`src/rtl/conv_layer_ctrl.sv`:
```
// Convolution layer sequencer: runs one pass per output channel through a
// shared conv unit, streaming the feature map and collecting results.
module conv_layer_ctrl #(
  parameter int N             = 8,
  parameter int INPUT_SIZE    = 28,
  parameter int KERNEL_SIZE   = 3,
  parameter int STRIDE        = 1,
  parameter int OUT_CH        = 6,
  parameter int ADDR_W        = 16,
  parameter int DRAIN_TIMEOUT = 1024
) (
  input  logic              clk,
  input  logic              rst,
  input  logic              start,
  output logic              busy,
  output logic              done,
  output logic              err,
  output logic              fm_rd_en,
  output logic [ADDR_W-1:0] fm_rd_addr,
  output logic              wt_rd_en,
  output logic [7:0]        wt_rd_addr,
  output logic              conv_ce,
  output logic              conv_rst_n,
  output logic              conv_input_vld,
  input  logic [N-1:0]      conv_dout,
  input  logic              conv_dout_vld,
  output logic              out_wr_en,
  output logic [ADDR_W-1:0] out_wr_addr,
  output logic [N-1:0]      out_wr_data
);

  localparam int OUT_SIZE = (INPUT_SIZE - KERNEL_SIZE) / STRIDE + 1;
  localparam int OSZ2     = OUT_SIZE * OUT_SIZE;
  localparam int PIX      = INPUT_SIZE * INPUT_SIZE;
  localparam int IW       = $clog2(DRAIN_TIMEOUT + 1);

  localparam logic [ADDR_W-1:0] PIX_LAST = ADDR_W'(PIX - 1);
  localparam logic [ADDR_W-1:0] RES_MAX  = ADDR_W'(OSZ2);
  localparam logic [IW-1:0]     TMO_LAST = IW'(DRAIN_TIMEOUT - 1);
  localparam logic [7:0]        OC_LAST  = 8'(OUT_CH - 1);

  typedef enum logic [2:0] {
    IDLE,
    CLR,
    LOAD,
    STREAM,
    DRAIN,
    NEXT,
    DONE
  } state_t;

  state_t state;
  state_t state_nx;

  logic [7:0]        oc;
  logic              load_cyc;
  logic [ADDR_W-1:0] fm_cnt;
  logic [ADDR_W-1:0] res_cnt;
  logic [ADDR_W-1:0] res_nx;
  logic [ADDR_W-1:0] base;
  logic [IW-1:0]     idle_cnt;
  logic              take;
  logic              timeout;

  // A result is only accepted while collecting and below the channel quota
  always_comb begin
    take = 1'b0;
    if (state == STREAM || state == DRAIN)
      take = conv_dout_vld && (res_cnt < RES_MAX);
    res_nx  = res_cnt + {{(ADDR_W-1){1'b0}}, take};
    timeout = (state == DRAIN) && !conv_dout_vld
              && (idle_cnt == TMO_LAST);
  end

  always_comb begin
    state_nx = state;
    unique case (state)
      IDLE:   if (start) state_nx = CLR;
      CLR:    state_nx = LOAD;
      LOAD:   if (load_cyc) state_nx = STREAM;
      STREAM: if (fm_cnt == PIX_LAST) state_nx = DRAIN;
      DRAIN: begin
        if (res_nx == RES_MAX) state_nx = NEXT;
        else if (timeout)      state_nx = DONE;
      end
      NEXT:   state_nx = (oc == OC_LAST) ? DONE : LOAD;
      DONE:   state_nx = IDLE;
      default: state_nx = IDLE;
    endcase
  end

  assign busy       = (state != IDLE);
  assign conv_ce    = busy;
  assign done       = (state == DONE);
  assign fm_rd_en   = (state == STREAM);
  assign fm_rd_addr = fm_cnt;
  assign wt_rd_en   = (state == LOAD) && !load_cyc;
  assign wt_rd_addr = oc;
  assign conv_rst_n = !(rst || state == CLR || state == NEXT);

  always_ff @(posedge clk) begin
    if (rst) begin
      state          <= IDLE;
      oc             <= '0;
      load_cyc       <= 1'b0;
      fm_cnt         <= '0;
      res_cnt        <= '0;
      base           <= '0;
      idle_cnt       <= '0;
      err            <= 1'b0;
      conv_input_vld <= 1'b0;
      out_wr_en      <= 1'b0;
      out_wr_addr    <= '0;
      out_wr_data    <= '0;
    end else begin
      state          <= state_nx;
      conv_input_vld <= fm_rd_en;
      out_wr_en      <= take;
      if (take) begin
        out_wr_addr <= base + res_cnt;
        out_wr_data <= conv_dout;
      end
      res_cnt  <= res_nx;
      load_cyc <= (state == LOAD) && !load_cyc;
      if (fm_rd_en)
        fm_cnt <= (fm_cnt == PIX_LAST) ? '0 : fm_cnt + 1'b1;
      if (state == DRAIN && !conv_dout_vld)
        idle_cnt <= idle_cnt + 1'b1;
      else
        idle_cnt <= '0;
      if (timeout)
        err <= 1'b1;
      if (state == IDLE && start) begin
        oc      <= '0;
        err     <= 1'b0;
        base    <= '0;
        res_cnt <= '0;
      end
      if (state == NEXT) begin
        res_cnt <= '0;
        if (oc != OC_LAST) begin
          oc   <= oc + 1'b1;
          base <= base + RES_MAX;
        end
      end
    end
  end

endmodule
```
`config.mk`:
```
export PLATFORM = sky130hd
export DESIGN_NAME = conv_layer_ctrl
export DESIGN_NICKNAME = d
export VERILOG_FILES = /design/src/rtl/conv_layer_ctrl.sv
export SDC_FILE = /design/constraint.sdc
export NUM_CORES = 1
export LEC_CHECK = 0
export CORE_UTILIZATION = 40
export DETAILED_ROUTE_END_ITERATION = 8
export GPL_TIMING_DRIVEN = 0
export SETUP_SLACK_MARGIN = 0.02
export SYNTH_ARGS = -nofsm -noshare
export SYNTH_HDL_FRONTEND = slang
export SYNTH_SLANG_ARGS = --single-unit
```
`constraint.sdc`:
```
create_clock -name clk -period 3.5 [get_ports clk]
set_clock_uncertainty 0.2 [all_clocks]
set_input_delay 0.525 -clock clk [delete_from_list [all_inputs] [get_ports clk]]
set_output_delay 0.525 -clock clk [all_outputs]
set_load 0.01 [all_outputs]
```
-- Word-level counts from Yosys, hierarchy flattened
Cells that the tools add are included.
- latch bits: 0
- RAM bits: 0
- memories: 0
- bits in registers: 98
- input bits: 12
- output and inout bits: 57
- memory bits (read-only): 0
- logic and storage cells: 67
- bitwise operators: 1
- add/sub/neg operators: 6
- equal/unequal tests: 15
- reduce and logical (&&, ||, !) cells: 17
- muxes and demuxes: 15
- magnitude comparators: 1
- divide/modulo/power cells: 0
- shifts and indexed selects: 0
- $mul: 0
- operators with widths (operator ; number):
    2-to-1 mux 16 bit ; 4
    == test 16 x 10 -> 1 bit (second input constant) ; 2
    2-to-1 mux 8 bit ; 3
    2-to-1 mux 3 bit ; 6
    one-hot mux 3 bit (6 select lines) ; 1
    adder 16 x 1 -> 16 bit ; 1
    adder 16 x 1 -> 16 bit (second input constant) ; 1
    adder 16 x 10 -> 16 bit (second input constant) ; 1
    adder 16 bit ; 1
    less-than comparator 16 x 10 -> 1 bit (second input constant) ; 1
    adder 11 x 1 -> 11 bit (second input constant) ; 1
    == test 11 x 10 -> 1 bit (second input constant) ; 1
    == test 3 bit (second input constant) ; 3
    adder 8 x 1 -> 8 bit (second input constant) ; 1
    == test 8 x 3 -> 1 bit (second input constant) ; 1
    != test 8 x 3 -> 1 bit (second input constant) ; 1
    == test 3 x 2 -> 1 bit (second input constant) ; 2
    logical AND 1 bit ; 5
    != test 2 bit (second input constant) ; 2
    AND reduction 4 bit ; 1
    OR reduction 2 bit ; 2
    == test 3 x 1 -> 1 bit (second input constant) ; 1
    zero test 1 bit ; 3
    zero test 3 bit ; 1
    other kinds (7) ; 9

-- Logic depth before layout (Yosys ltp)
Gate-level depths: netlist of run 1.
- depth in word-level cells: 7
- mapped depth: 13
- gate-level depth less buffers: 12

-- Worst setup path after synthesis of run 1
No wires, ideal clock.
- kind: flip-flop to flip-flop
- from: register res_cnt[3]
- to: register state[1]
- clock period less this slack: 3.481 ns
- cell stages (with the launch flop): 14
- data arrival time: 3.164 ns
- data required time: 3.183 ns
- buffers on the path: 2
- setup time: 0.117 ns
- setup slack: 0.019 ns
- path through: dfxtp_1 > buf_6 > o31a_1 > o211ai_1 > and4_1 > clkbuf_1 > ha_1 > ha_1 > or4b_1 > nor4_1 > a21oi_1 > nor4b_1 > nand4_1 > a22o_1
- longest elaborated chain between the ends: 7
- elaborated cells between the ends (all ways): 9
- classes of those cells: 1 x add/sub; 1 x order compare; 2 x eq/ne; 3 x mux; 2 x reduce/logical
- RTL lines (item ; line ; RTL):
    start: declaration ; 58 ; logic [ADDR_W-1:0] res_cnt;
    start signal: assignment ; 123 ; res_cnt <= res_nx;
    less-than comparator 16 x 10 -> 1 bit (*) ; 69 ; take = conv_dout_vld && (res_cnt < RES_MAX);
    logical AND 1 bit (*) ; 69 ;
    2-to-1 mux 1 bit (*) ; 68 ; if (state == STREAM || state == DRAIN)
    via take ; 62 ; logic take;
    adder 16 x 1 -> 16 bit (*) ; 70 ; res_nx = res_cnt + {{(ADDR_W-1){1'b0}}, take};
    via res_nx[1] ; 59 ; logic [ADDR_W-1:0] res_nx;
    == test 16 x 10 -> 1 bit (*) ; 83 ; if (res_nx == RES_MAX) state_nx = NEXT;
    2-to-1 mux 3 bit or != test 3 x 2 -> 1 bit (tied branches) ; -- ;
    one-hot mux 3 bit (6 select lines) or AND reduction 4 bit (tied branches) ; -- ;
    end signal: assignment ; 116 ; state <= state_nx;
    end: declaration ; 52 ; state_t state;
Mark *: on every way through the listed nets, which the timed path passes. The rest lies on a longest branch.
A chain may end at the register's enable or synchronous reset.

-- Worst setup path after layout of run 1
- from: register state[2]
- to: register state[1]
- longest elaborated chain between the ends: 7
- elaborated cells between the ends (all ways): 19
- classes of those cells: 1 x add/sub; 10 x eq/ne; 3 x mux; 5 x reduce/logical
- RTL lines (item ; line):
    == test 3 x 2 -> 1 bit or == test 3 bit (tied branches) ; 68
    logical OR 1 bit (*) ; 68
    2-to-1 mux 1 bit (*) ; 68
    via take ; 62
    adder 16 x 1 -> 16 bit (*) ; 70
    via res_nx[1] ; 59
    == test 16 x 10 -> 1 bit (*) ; 83
    2-to-1 mux 3 bit or != test 3 x 2 -> 1 bit (tied branches) ; --
    one-hot mux 3 bit (6 select lines) or AND reduction 4 bit (tied branches) ; --
Marks and branches as above.

==> insert_results.sql, run 1 <==
INSERT INTO impl_metrics (metric_group, metric, value, unit) VALUES
('status', 'status', 'complete, no violations', ''),
('global_route', 'globalRouteOverflowTotal', '0', ''),
('place', 'detailed_place_hpwl', '9930', 'µm'),
('pwr', 'pwr_density_cell', '344', 'nW/µm²'),
('cts', 'cts-hold-fix-buffers', '0', ''),
('setup_path', 'worstRegToRegCells', '14', ''),
('synth', 'post_synth_edffs', '0', ''),
('synth', 'number_of_synthesized_register_bits', '98', ''),
('setup_path', 'timing.critical_path.required', '3540', 'ps'),
('cts', 'cts.root.buffer_cell', 'sky130_fd_sc_hd__clkbuf_16', ''),
('setup_path', 'r2r_slack', '60', 'ps'),
('flow_run', 'maxcap_violations', '0', ''),
('cells_and_area', 'antenna_cells_inserted', '0', ''),
('drt', 'drt_pre_antenna_iters', '6', ''),
('synth', 'syn_nets', '668', ''),
('hold_path', 'class_of_the_most_critical_hold_timing_path', 'reg2reg', ''),
('die', 'fp.coreArea', '12600', 'µm²'),
('die', 'horizontal_die_dimension', '116', 'µm'),
('cells_and_area', 'layout_cell_share_with_drive_strength_beyond_1', '0.0995', ''),
('cts', 'cts_buffer_depth', '2', ''),
('synth', 'synth.lib_cells_used.distinct', '55', ''),
('die', 'rows', '41', ''),
('timing', 'timing.max_slew.rel_slack', '0.483', ''),
('synth', 'count_of_mapped_cells_out_of_synthesis', '633', ''),
('pwr', 'p_sw', '501', 'µW'),
('pwr', 'p_sw_frac', '0.221', ''),
('drt', 'detail_route.vias_per_cell', '5.31', ''),
('cts', 'insertion_delay_of_the_later_clocked_pin_in_the_worst_skew_pair', '350', 'ps'),
('cells_and_area', 'final_cell_mix', 'sky130_fd_sc_hd__dfxtp_1 (91), sky130_fd_sc_hd__nor2_1 (74), sky130_fd_sc_hd__nand2_1 (74)', ''),
('synth', 'syn_area_cell', '8.15', 'µm²'),
('global_route', 'grt_max_degree', '15', ''),
('cells_and_area', 'mostFrequentLayoutCell', 'sky130_fd_sc_hd__dfxtp_1', ''),
('pwr', 'internal_power', '1760', 'µW'),
('timing', 'total_of_endpoints_with_negative_setup_slack_in_the_final_report', '0', ''),
('cells_and_area', 'utilization', '0.522', ''),
('cells_and_area', 'design_area', '6590', 'µm²'),
('die', 'floorplan.die_area', '13400', 'µm²'),
('cts', 'tritoncts', 'built', ''),
('hold_path', 'worst_hold_path.num_cells', '2', ''),
('global_route', 'wire_length_of_the_first_global_routing_pass', '21900', 'µm'),
('timing', 'period_minus_slack', '3440', 'ps'),
('die', 'top_level_ports', '69', ''),
('pwr', 'leakage_power_figure', '0.00242', 'µW'),
('cts', 'clkTransAtPathRegs', '70', 'ps'),
('timing', 'period_share', '0.983', ''),
('timing', 'drv_slew', '0', ''),
('pwr', 'comb_power_share', '0.057', ''),
('timing', 'fmax', '291', 'MHz'),
('setup_path', 'rr_endpoint', 'state[1]', ''),
('cts', 'htree_levels', '3', ''),
('synth', 'synth.cell_area', '5160', 'µm²'),
('setup_path', 'timing.setup.critical_path_class', 'reg2reg', ''),
('pwr', 'power.clock.fraction', '0.446', ''),
('drt', 'post_route_drc', '0', ''),
('global_route', 'grt_usage', '0.211', ''),
('global_route', 'vias_in_the_first_global_route', '4518', ''),
('setup_path', 'start_kind', 'flop', ''),
('cts', 'number_of_buffers_created_by_cts', '9', ''),
('drt', 'detail_route.iter0.violations', '222', ''),
('setup_path', 'r2r-start', 'state[2]', ''),
('die', 'start_util', '0.409', ''),
('cells_and_area', 'fin_nets', '764', ''),
('die', 'die-height', '116', 'µm'),
('cells_and_area', 'layout_fillers', '1265', ''),
('cells_and_area', 'area_growth', '27.8', '%'),
('pwr', 'power.share.sequential', '0.497', ''),
('timing', 'worst_pin_slew', '773', 'ps'),
('synth', 'async_reset_ff_frac', '0', ''),
('place', 'placedInstanceArea', '6050', 'µm²'),
('drt', 'wirelength', '13400', 'µm'),
('place', 'routabilityCongestion', '0.844', '');
-- state kept, by name (all words and copies together), names as in the netlist --
signal          flops
out_wr_data         8
res_cnt            16
state               3
conv_input_vld      1
idle_cnt           11
fm_rd_addr         16
wt_rd_addr          8
out_wr_en           1
load_cyc            1
out_wr_addr        16
base               16
err                 1
-- worst max-delay path by stage --
| stage | to | cells past startpoint | start |
|---|---|---|---|
| after floorplan | state[1] | 13 | res_cnt[3] |
| after global placement | state[1] | 13 | conv_dout_vld |
| after detailed placement | state[1] | 13 | conv_dout_vld |
| after CTS | out_wr_addr[12] | 19 | res_cnt[5] |
| after global routing | state[1] | 13 | res_cnt[4] |
| final | state[1] | 14 | state[2] |
-- what timing repair did --
| action | CTS | global route |
|---|---|---|
| setup buffers | 18 | 2 |
| pin swaps | 7 | 8 |
| resized for setup | 24 | 13 |
| setup endpoints to repair | 3 | 22 |
-- stage by stage --
stage	setup TNS, ps	std cells	hold slack [ps]	total power [µW]
2_1_floorplan	0	633	230	1220
3_3_place_gp	-1990	873	238	1280
3_5_place_dp	-2070	873	244	1280
4_1_cts	0	905	253	2290
5_1_grt	-122	906	269	2340
6_report	0	906	249	2270
-- power by group through the flow --
| stage | Sequential (µW) | Combinational [µW] | Clock [µW] |
|---|---|---|---|
| after global routing | 1130 | 141 | 1080 |
| final | 1130 | 129 | 1010 |
| after CTS | 1130 | 128 | 1040 |
| after global placement | 1150 | 125 | 0 |
| after floorplan | 1150 | 63.7 | 0 |
| after detailed placement | 1150 | 126 | 0 |
-- kinds of logic after synthesis --
logic type	count (synthesis)	synth area share
AND/OR/NAND/NOR	305	0.303
AO/OA/AOI/OAI	123	0.147
flip-flops	98	0.380
XOR/XNOR	39	0.0662
buffers and inverters	38	0.0320
adder cells (fa/ha/maj)	23	0.0573
multiplexers	7	0.0146
-- Yosys cell counts, types with 3 or more instances --
cell | count | area share
sky130_fd_sc_hd__dfxtp_1 | 98 | 0.38
sky130_fd_sc_hd__nand2_1 | 75 | 0.055
sky130_fd_sc_hd__nor2_1 | 74 | 0.054
sky130_fd_sc_hd__a21oi_1 | 47 | 0.046
sky130_fd_sc_hd__nand3_1 | 34 | 0.033
sky130_fd_sc_hd__ha_1 | 22 | 0.053
sky130_fd_sc_hd__xnor2_1 | 21 | 0.036
sky130_fd_sc_hd__o21ai_0 | 19 | 0.018
sky130_fd_sc_hd__clkbuf_1 | 18 | 0.013
sky130_fd_sc_hd__xor2_1 | 18 | 0.031
sky130_fd_sc_hd__and3_1 | 15 | 0.018
sky130_fd_sc_hd__nor3_1 | 15 | 0.015
sky130_fd_sc_hd__inv_1 | 14 | 0.010
sky130_fd_sc_hd__and2_1 | 13 | 0.016
sky130_fd_sc_hd__nand4_1 | 13 | 0.016
sky130_fd_sc_hd__nor4_1 | 10 | 0.012
sky130_fd_sc_hd__nand3b_1 | 9 | 0.013
sky130_fd_sc_hd__a21o_1 | 8 | 0.012
sky130_fd_sc_hd__a31oi_1 | 7 | 0.0085
sky130_fd_sc_hd__o21ai_1 | 7 | 0.0068
sky130_fd_sc_hd__or3_1 | 7 | 0.0085
sky130_fd_sc_hd__or4_1 | 7 | 0.010
sky130_fd_sc_hd__nor2b_1 | 6 | 0.0073
sky130_fd_sc_hd__a211oi_1 | 5 | 0.0073
sky130_fd_sc_hd__and4_1 | 5 | 0.0085
sky130_fd_sc_hd__nand2b_1 | 5 | 0.0061
sky130_fd_sc_hd__mux2_2 | 4 | 0.0087
sky130_fd_sc_hd__nor4b_1 | 4 | 0.0068
sky130_fd_sc_hd__o21a_1 | 4 | 0.0058
sky130_fd_sc_hd__a22o_1 | 3 | 0.0051
sky130_fd_sc_hd__mux2i_1 | 3 | 0.0058
sky130_fd_sc_hd__nand4b_1 | 3 | 0.0051
sky130_fd_sc_hd__nor3b_1 | 3 | 0.0044
sky130_fd_sc_hd__o211ai_1 | 3 | 0.0044
sky130_fd_sc_hd__o31a_1 | 3 | 0.0051
-- metal layers --
| layer | GRT usage | routed length (µm) | up-vias |
|---|---|---|---|
| met1 | 0.269 | 6200 | 2255 |
| met2 | 0.357 | 6440 | 91 |
| met4 | 0.0771 | 204 | 0 |
| met3 | 0.0361 | 519 | 19 |
| li1 | - | - | 2450 |
| met5 | 0 | 0 | - |
-- worst max-delay path, stage by stage, from the launching register on --
cell,delay [ps]
sky130_fd_sc_hd__dfxtp_1,340
sky130_fd_sc_hd__buf_2,200
sky130_fd_sc_hd__nand2_1,100
sky130_fd_sc_hd__o21ai_2,200
sky130_fd_sc_hd__and4_1,250
sky130_fd_sc_hd__clkbuf_8,150
sky130_fd_sc_hd__ha_4,160
sky130_fd_sc_hd__ha_4,200
sky130_fd_sc_hd__or4b_4,500
sky130_fd_sc_hd__nor2_1,160
sky130_fd_sc_hd__a21oi_2,80
sky130_fd_sc_hd__nor4b_2,280
sky130_fd_sc_hd__nand4_1,120
sky130_fd_sc_hd__buf_4,180
sky130_fd_sc_hd__a22o_1,190
-- layout make-up --
type                       count  area [µm²]  share of cell area
sequential                    98        1980               0.300
clock buffer                  14         264              0.0401
clock inverter                 2        35.0             0.00532
inverter                      14        52.6             0.00798
timing repair buffer          88         830               0.126
tap                          172         215              0.0327
buffer                        21         104              0.0158
multi-input combinational    497        3110               0.472
(Power assumes the default switching activity.)
==> inputs of run 2 (changes only) <==
CORE_MARGIN = 4   (was default)
==> insert_results.sql, run 2 (synthesis gave the netlist of run 1 again) <==
INSERT INTO impl_metrics (metric_group, metric, value, unit) VALUES
('cts', 'cts-hold-fix-buffers', '0', ''),
('setup_path', 'r2r_slack', '20', 'ps'),
('cells_and_area', 'mostFrequentLayoutCell', 'sky130_fd_sc_hd__dfxtp_1', ''),
('cells_and_area', 'design_area', '6420', 'µm²'),
('hold_path', 'class_of_the_most_critical_hold_timing_path', 'reg2reg', ''),
('timing', 'total_of_endpoints_with_negative_setup_slack_in_the_final_report', '0', ''),
('setup_path', 'rr_endpoint', 'state[1]', ''),
('cts', 'number_of_buffers_created_by_cts', '9', ''),
('flow_run', 'maxcap_violations', '0', ''),
('global_route', 'grt_max_degree', '14', ''),
('place', 'detailed_place_hpwl', '10100', 'µm'),
('die', 'top_level_ports', '69', ''),
('pwr', 'largest_vdd_supply_drop', '222', 'µV'),
('timing', 'period_share', '0.995', ''),
('drt', 'detailroute.via_count', '4860', ''),
('die', 'floorplan.die_area', '14800', 'µm²'),
('cts', 'tritoncts', 'built', ''),
('place', 'placedInstanceArea', '6050', 'µm²'),
('place', 'routabilityCongestion', '0.874', ''),
('setup_path', 'path_cells', 'o31a_1 -> o211ai_1 -> and4_1 -> clkbuf_8 -> ha_4 -> ha_4 -> or4b_4 -> nor4_2 -> a21oi_1 -> nor4b_2 -> nand4_1 -> a22o_1', ''),
('timing', 'drv_slew', '0', ''),
('timing', 'timing.max_slew.rel_slack', '0.497', ''),
('die', 'die-height', '122', 'µm'),
('cts', 'htree_levels', '3', ''),
('drt', 'detail_route.iter0.violations', '261', ''),
('setup_path', 'cp_slowest_cell', 'sky130_fd_sc_hd__or4b_4', ''),
('cells_and_area', 'fin_nets', '750', ''),
('cts', 'insertion_delay_of_the_later_clocked_pin_in_the_worst_skew_pair', '350', 'ps'),
('timing', 'finalHoldViolations', '0', ''),
('drt', 'post_route_drc', '0', ''),
('setup_path', 'critical_path.top_delay_family', 'simple AND/OR/NAND/NOR gates', ''),
('die', 'rows', '41', ''),
('setup_path', 'r2r-start', 'res_cnt[4]', ''),
('place', 'io_buffer_count', '68', ''),
('setup_path', 'cp-end-kind', 'flop', ''),
('hold_path', 'capture_endpoint_of_the_worst_hold_path', 'out_wr_data[0]', ''),
('pwr', 'leakage_power_figure', '0.00233', 'µW'),
('drt', 'drtAntennaViolNets', '0', ''),
('cells_and_area', 'layout_cell_share_with_drive_strength_beyond_1', '0.0712', ''),
('global_route', 'globalRouteOverflowTotal', '0', ''),
('pwr', 'pwr_density_cell', '334', 'nW/µm²'),
('global_route', 'vias_in_the_first_global_route', '4551', ''),
('timing', 'rsz0062_at_grt', 'true', ''),
('hold_path', 'hold_start', 'out_wr_data[0]', ''),
('drt', 'detail_route.vias_per_cell', '5.47', ''),
('cells_and_area', 'area_growth', '24.4', '%'),
('setup_path', 'depth_of_the_critical_timing_path_with_buffers_and_inverters_included', '12', ''),
('cells_and_area', 'final_cell_mix', 'sky130_fd_sc_hd__dfxtp_1 (94), sky130_fd_sc_hd__nor2_1 (74), sky130_fd_sc_hd__nand2_1 (74)', ''),
('pwr', 'report.power.total', '2140', 'µW'),
('cts', 'clkTransAtPathRegs', '60', 'ps'),
('setup_path', 'worst-endpoint-arrival', '3520', 'ps'),
('global_route', 'grt_usage', '0.186', ''),
('cts', 'cts.root.buffer_cell', 'sky130_fd_sc_hd__clkbuf_16', ''),
('die', 'fp.coreArea', '12600', 'µm²'),
('hold_path', 'worst_hold_path.num_cells', '2', ''),
('timing', 'fmax', '287', 'MHz'),
('cts', 'cts_buffer_depth', '2', ''),
('timing', 'period_minus_slack', '3480', 'ps'),
('setup_path', 'start_kind', 'flop', ''),
('die', 'horizontal_die_dimension', '122', 'µm'),
('setup_path', 'cpPeakStageDelay', '490', 'ps'),
('setup_path', 'worstRegToRegCells', '12', ''),
('timing', 'worst_pin_slew', '751', 'ps'),
('die', 'start_util', '0.409', ''),
('drt', 'wirelength', '13400', 'µm'),
('cells_and_area', 'utilization', '0.509', ''),
('setup_path', 'timing.setup.critical_path_class', 'reg2reg', ''),
('drt', 'detail_route.wl_per_cell', '15.1', 'µm'),
('cts', 'cts_sinks', '98', ''),
('cells_and_area', 'layout_fillers', '1271', ''),
('setup_path', 'cp.buffers_inverters', '1', ''),
('global_route', 'wire_length_of_the_first_global_routing_pass', '22100', 'µm'),
('setup_path', 'timing.critical_path.required', '3540', 'ps'),
('status', 'status', 'complete, no violations', ''),
('global_route', 'grt_antenna_before_repair', '0', ''),
('setup_path', 'worstPathMaxFanout', '3', ''),
('cells_and_area', 'antenna_cells_inserted', '0', ''),
('drt', 'drt_pre_antenna_iters', '5', ''),
('setup_path', 'path_common_cell', 'sky130_fd_sc_hd__ha_4', '');
## run 2: area by class of cell
class                   count  area (µm²)  share of cell area
well taps                 172         215              0.0335
flip-flops and latches     98        1970               0.308
inverters                  14        52.6             0.00819
repair buffers             73         717               0.112
multi-input cells         497        3100               0.484
clock buffers              11         243              0.0378
plain buffers              22         108              0.0168
clock inverters             1        5.00            0.000780
## run 2: worst min-delay path, delay by kind of cell (launching register included)
family	cells	cell delay [ps]
DFF	1	300
and+or+nand+nor	1	50
AOI/OAI and AO/OA	1	50
## run 2: how the worst max path moves through the flow
stage	startpoint	to
after floorplan	res_cnt[3]	state[1]
after global placement	conv_dout_vld	state[1]
after detailed placement	conv_dout_vld	state[1]
after CTS	res_cnt[4]	state[1]
after global routing	res_cnt[4]	state[1]
final	res_cnt[4]	state[1]
## run 2: routing by layer
layer / wire, µm / track usage / share of wire
met5: 0 / 0 / 0
met4: 195 / 0.0490 / 0.015
met3: 636 / 0.0450 / 0.047
met2: 6480 / 0.315 / 0.48
met1: 6080 / 0.238 / 0.45
## run 2: stage by stage
stage	TNS, ps	std cells	hold slack [ps]	worst slack [ps]
final	0	888	248	18.9
after global routing	-68.9	888	277	-46.0
after CTS	-184	888	252	-131
after detailed placement	-1900	873	244	-859
after global placement	-1910	873	237	-868
after floorplan	0	633	230	152
## run 2: what timing repair did
action	in CTS	in global routing
resized for setup	19	13
endpoints found under the setup margin	3	3
pin swaps	9	9
setup buffers	5	0
## run 2: report_power, final
part           leakage (µW)  internal [µW]  switching (µW)
Combinational       0.00141           49.7            77.8
Clock              0.000123            484             405
Sequential         0.000792           1120            6.51
==> inputs of run 3 (changes only) <==
CAP_MARGIN = 10   (was default)
REMOVE_ABC_BUFFERS = 1   (was default)
==> insert_results.sql, run 3 (synthesis gave the netlist of run 1 again) <==
INSERT INTO impl_metrics (metric_group, metric, value, unit) VALUES
('status', 'status', 'complete, no violations', ''),
('cts', 'cts_sinks', '98', ''),
('cells_and_area', 'utilization', '0.512', ''),
('timing', 'timing.max_slew.rel_slack', '0.480', ''),
('setup_path', 'worstRegToRegCells', '11', ''),
('timing', 'worst_hold_slack', '247', 'ps'),
('cells_and_area', 'finish.cell_count_without_fillers', '877', ''),
('timing', 'period_minus_slack', '3440', 'ps'),
('drt', 'detail_route.iter0.violations', '306', ''),
('die', 'rows', '41', ''),
('global_route', 'grt_max_degree', '31', ''),
('global_route', 'globalRouteOverflowTotal', '0', ''),
('timing', 'fmax', '291', 'MHz'),
('drt', 'post_route_drc', '0', ''),
('cts', 'cts_buffer_depth', '2', ''),
('cells_and_area', 'layout_cell_share_with_drive_strength_beyond_1', '0.0851', ''),
('drt', 'wl_met2', '5750', 'µm'),
('drt', 'm1WireLength', '6410', 'µm'),
('place', 'routabilityCongestion', '0.889', ''),
('die', 'start_util', '0.409', ''),
('drt', 'drt_pre_antenna_iters', '4', ''),
('cts', 'tritoncts', 'built', ''),
('setup_path', 'timing.critical_path.required', '3540', 'ps'),
('timing', 'total_of_endpoints_with_negative_setup_slack_in_the_final_report', '0', ''),
('die', 'fp.coreArea', '12600', 'µm²'),
('cells_and_area', 'area_growth', '25.3', '%'),
('cts', 'htree_levels', '3', ''),
('flow_run', 'maxcap_violations', '0', ''),
('global_route', 'wire_length_of_the_first_global_routing_pass', '21200', 'µm'),
('cts', 'cts-hold-fix-buffers', '0', ''),
('global_route', 'grt_usage', '0.178', ''),
('global_route', 'vias_in_the_first_global_route', '4233', ''),
('drt', 'highest-signal-layer', 'met4', ''),
('place', 'dpl_worst_slack', '-894', 'ps'),
('timing', 'finalWorstSetupSlack', '59.8', 'ps'),
('cells_and_area', 'fin_nets', '735', ''),
('drt', 'wirelength', '12900', 'µm'),
('place', 'detailed_place_hpwl', '8970', 'µm'),
('place', 'number_of_placed_cells_counting_well_taps', '851', ''),
('setup_path', 'start_kind', 'flop', ''),
('cts', 'insertion_delay_of_the_later_clocked_pin_in_the_worst_skew_pair', '350', 'ps'),
('cts', 'number_of_buffers_created_by_cts', '9', ''),
('setup_path', 'cp-end-kind', 'flop', ''),
('drt', 'met3_length', '522', 'µm'),
('global_route', 'grt_antenna_before_repair', '0', ''),
('cells_and_area', 'final_cell_mix', 'sky130_fd_sc_hd__dfxtp_1 (92), sky130_fd_sc_hd__nor2_1 (74), sky130_fd_sc_hd__nand2_1 (73)', ''),
('die', 'top_level_ports', '69', ''),
('hold_path', 'class_of_the_most_critical_hold_timing_path', 'reg2reg', ''),
('setup_path', 'worstPathMaxFanout', '4', ''),
('place', 'io_buffer_count', '68', ''),
('pwr', 'largest_vdd_supply_drop', '181', 'µV'),
('pwr', 'leakage_power_figure', '0.00236', 'µW'),
('die', 'horizontal_die_dimension', '122', 'µm'),
('setup_path', 'timing.setup.critical_path_class', 'reg2reg', ''),
('timing', 'drv_slew', '0', ''),
('drt', 'detail_route.wl_per_cell', '14.7', 'µm'),
('drt', 'detailroute.via_count', '4704', ''),
('die', 'die-height', '122', 'µm'),
('timing', 'worst_pin_slew', '774', 'ps'),
('timing', 'finalHoldViolations', '0', ''),
('hold_path', 'worst_hold_path.num_cells', '2', ''),
('cts', 'cts.root.buffer_cell', 'sky130_fd_sc_hd__clkbuf_16', ''),
('cts', 'clkTransAtPathRegs', '60', 'ps'),
('drt', 'detail_route.vias_per_cell', '5.36', ''),
('die', 'floorplan.die_area', '14800', 'µm²'),
('cells_and_area', 'mostFrequentLayoutCell', 'sky130_fd_sc_hd__dfxtp_1', ''),
('timing', 'rsz0062_at_grt', 'true', ''),
('pwr', 'pwr_density_cell', '353', 'nW/µm²'),
('drt', 'drtAntennaViolNets', '0', ''),
('timing', 'period_share', '0.983', ''),
('setup_path', 'worst-endpoint-arrival', '3480', 'ps'),
('cells_and_area', 'antenna_cells_inserted', '0', '');
run 3: worst paths after layout:
kind,startpoint,end,slack (ps)
worst max-delay path,res_cnt[4],state[1],60
worst min-delay path,out_wr_data[2],out_wr_data[2],250
worst max register to register,res_cnt[4],state[1],60
worst min register to register,out_wr_data[2],out_wr_data[2],250
run 3: through the flow:
step / setup TNS (ps) / total power [µW] / instance area, µm²
floorplan: 0 / 1200 / 5040
global placement: -34930 / 1270 / 5940
detailed placement: -2320 / 1270 / 5970
CTS: -11.9 / 2310 / 6410
global route: -104 / 2360 / 6460
finish: 0 / 2280 / 6460
run 3: layer usage:
metal	track usage	vias to the layer above
met5	0	-
met4	0.0630	0
met3	0.0288	15
met2	0.268	82
met1	0.257	2211
li1	-	2396
run 3: power by group:
part           internal, µW  switching, µW  total [µW]
Clock                   611            422        1030
Sequential             1120           9.82        1130
Combinational          47.0           70.7         118
Total                  1780            503        2280
run 3: timing repair:
item,in CTS,in global routing
resized for setup,23,4
setup endpoints to repair,3,2
pin swaps,10,7
hold endpoints to repair,0,0
setup buffers,7,2
run 3: final cells by class:
| class | count | area (µm²) |
|---|---|---|
| multi-input cells | 497 | 3110 |
| flip-flops and latches | 98 | 1980 |
| repair buffers | 80 | 796 |
| fillers | 1252 | 6160 |
| clock buffers | 12 | 267 |
| clock inverters | 4 | 48.8 |
| well taps | 172 | 215 |
| inverters | 14 | 52.6 |
run 3: critical path, cell delays in order (launching register included):
cell and delay, ps:
sky130_fd_sc_hd__dfxtp_4 340, sky130_fd_sc_hd__o31a_1 290, sky130_fd_sc_hd__o211ai_1 270, sky130_fd_sc_hd__and4_4 310
sky130_fd_sc_hd__ha_4 160, sky130_fd_sc_hd__buf_6 100, sky130_fd_sc_hd__nand2_4 60, sky130_fd_sc_hd__or4_4 440
sky130_fd_sc_hd__or4b_4 500, sky130_fd_sc_hd__a32oi_2 220, sky130_fd_sc_hd__nand4_1 190, sky130_fd_sc_hd__a22o_1 260
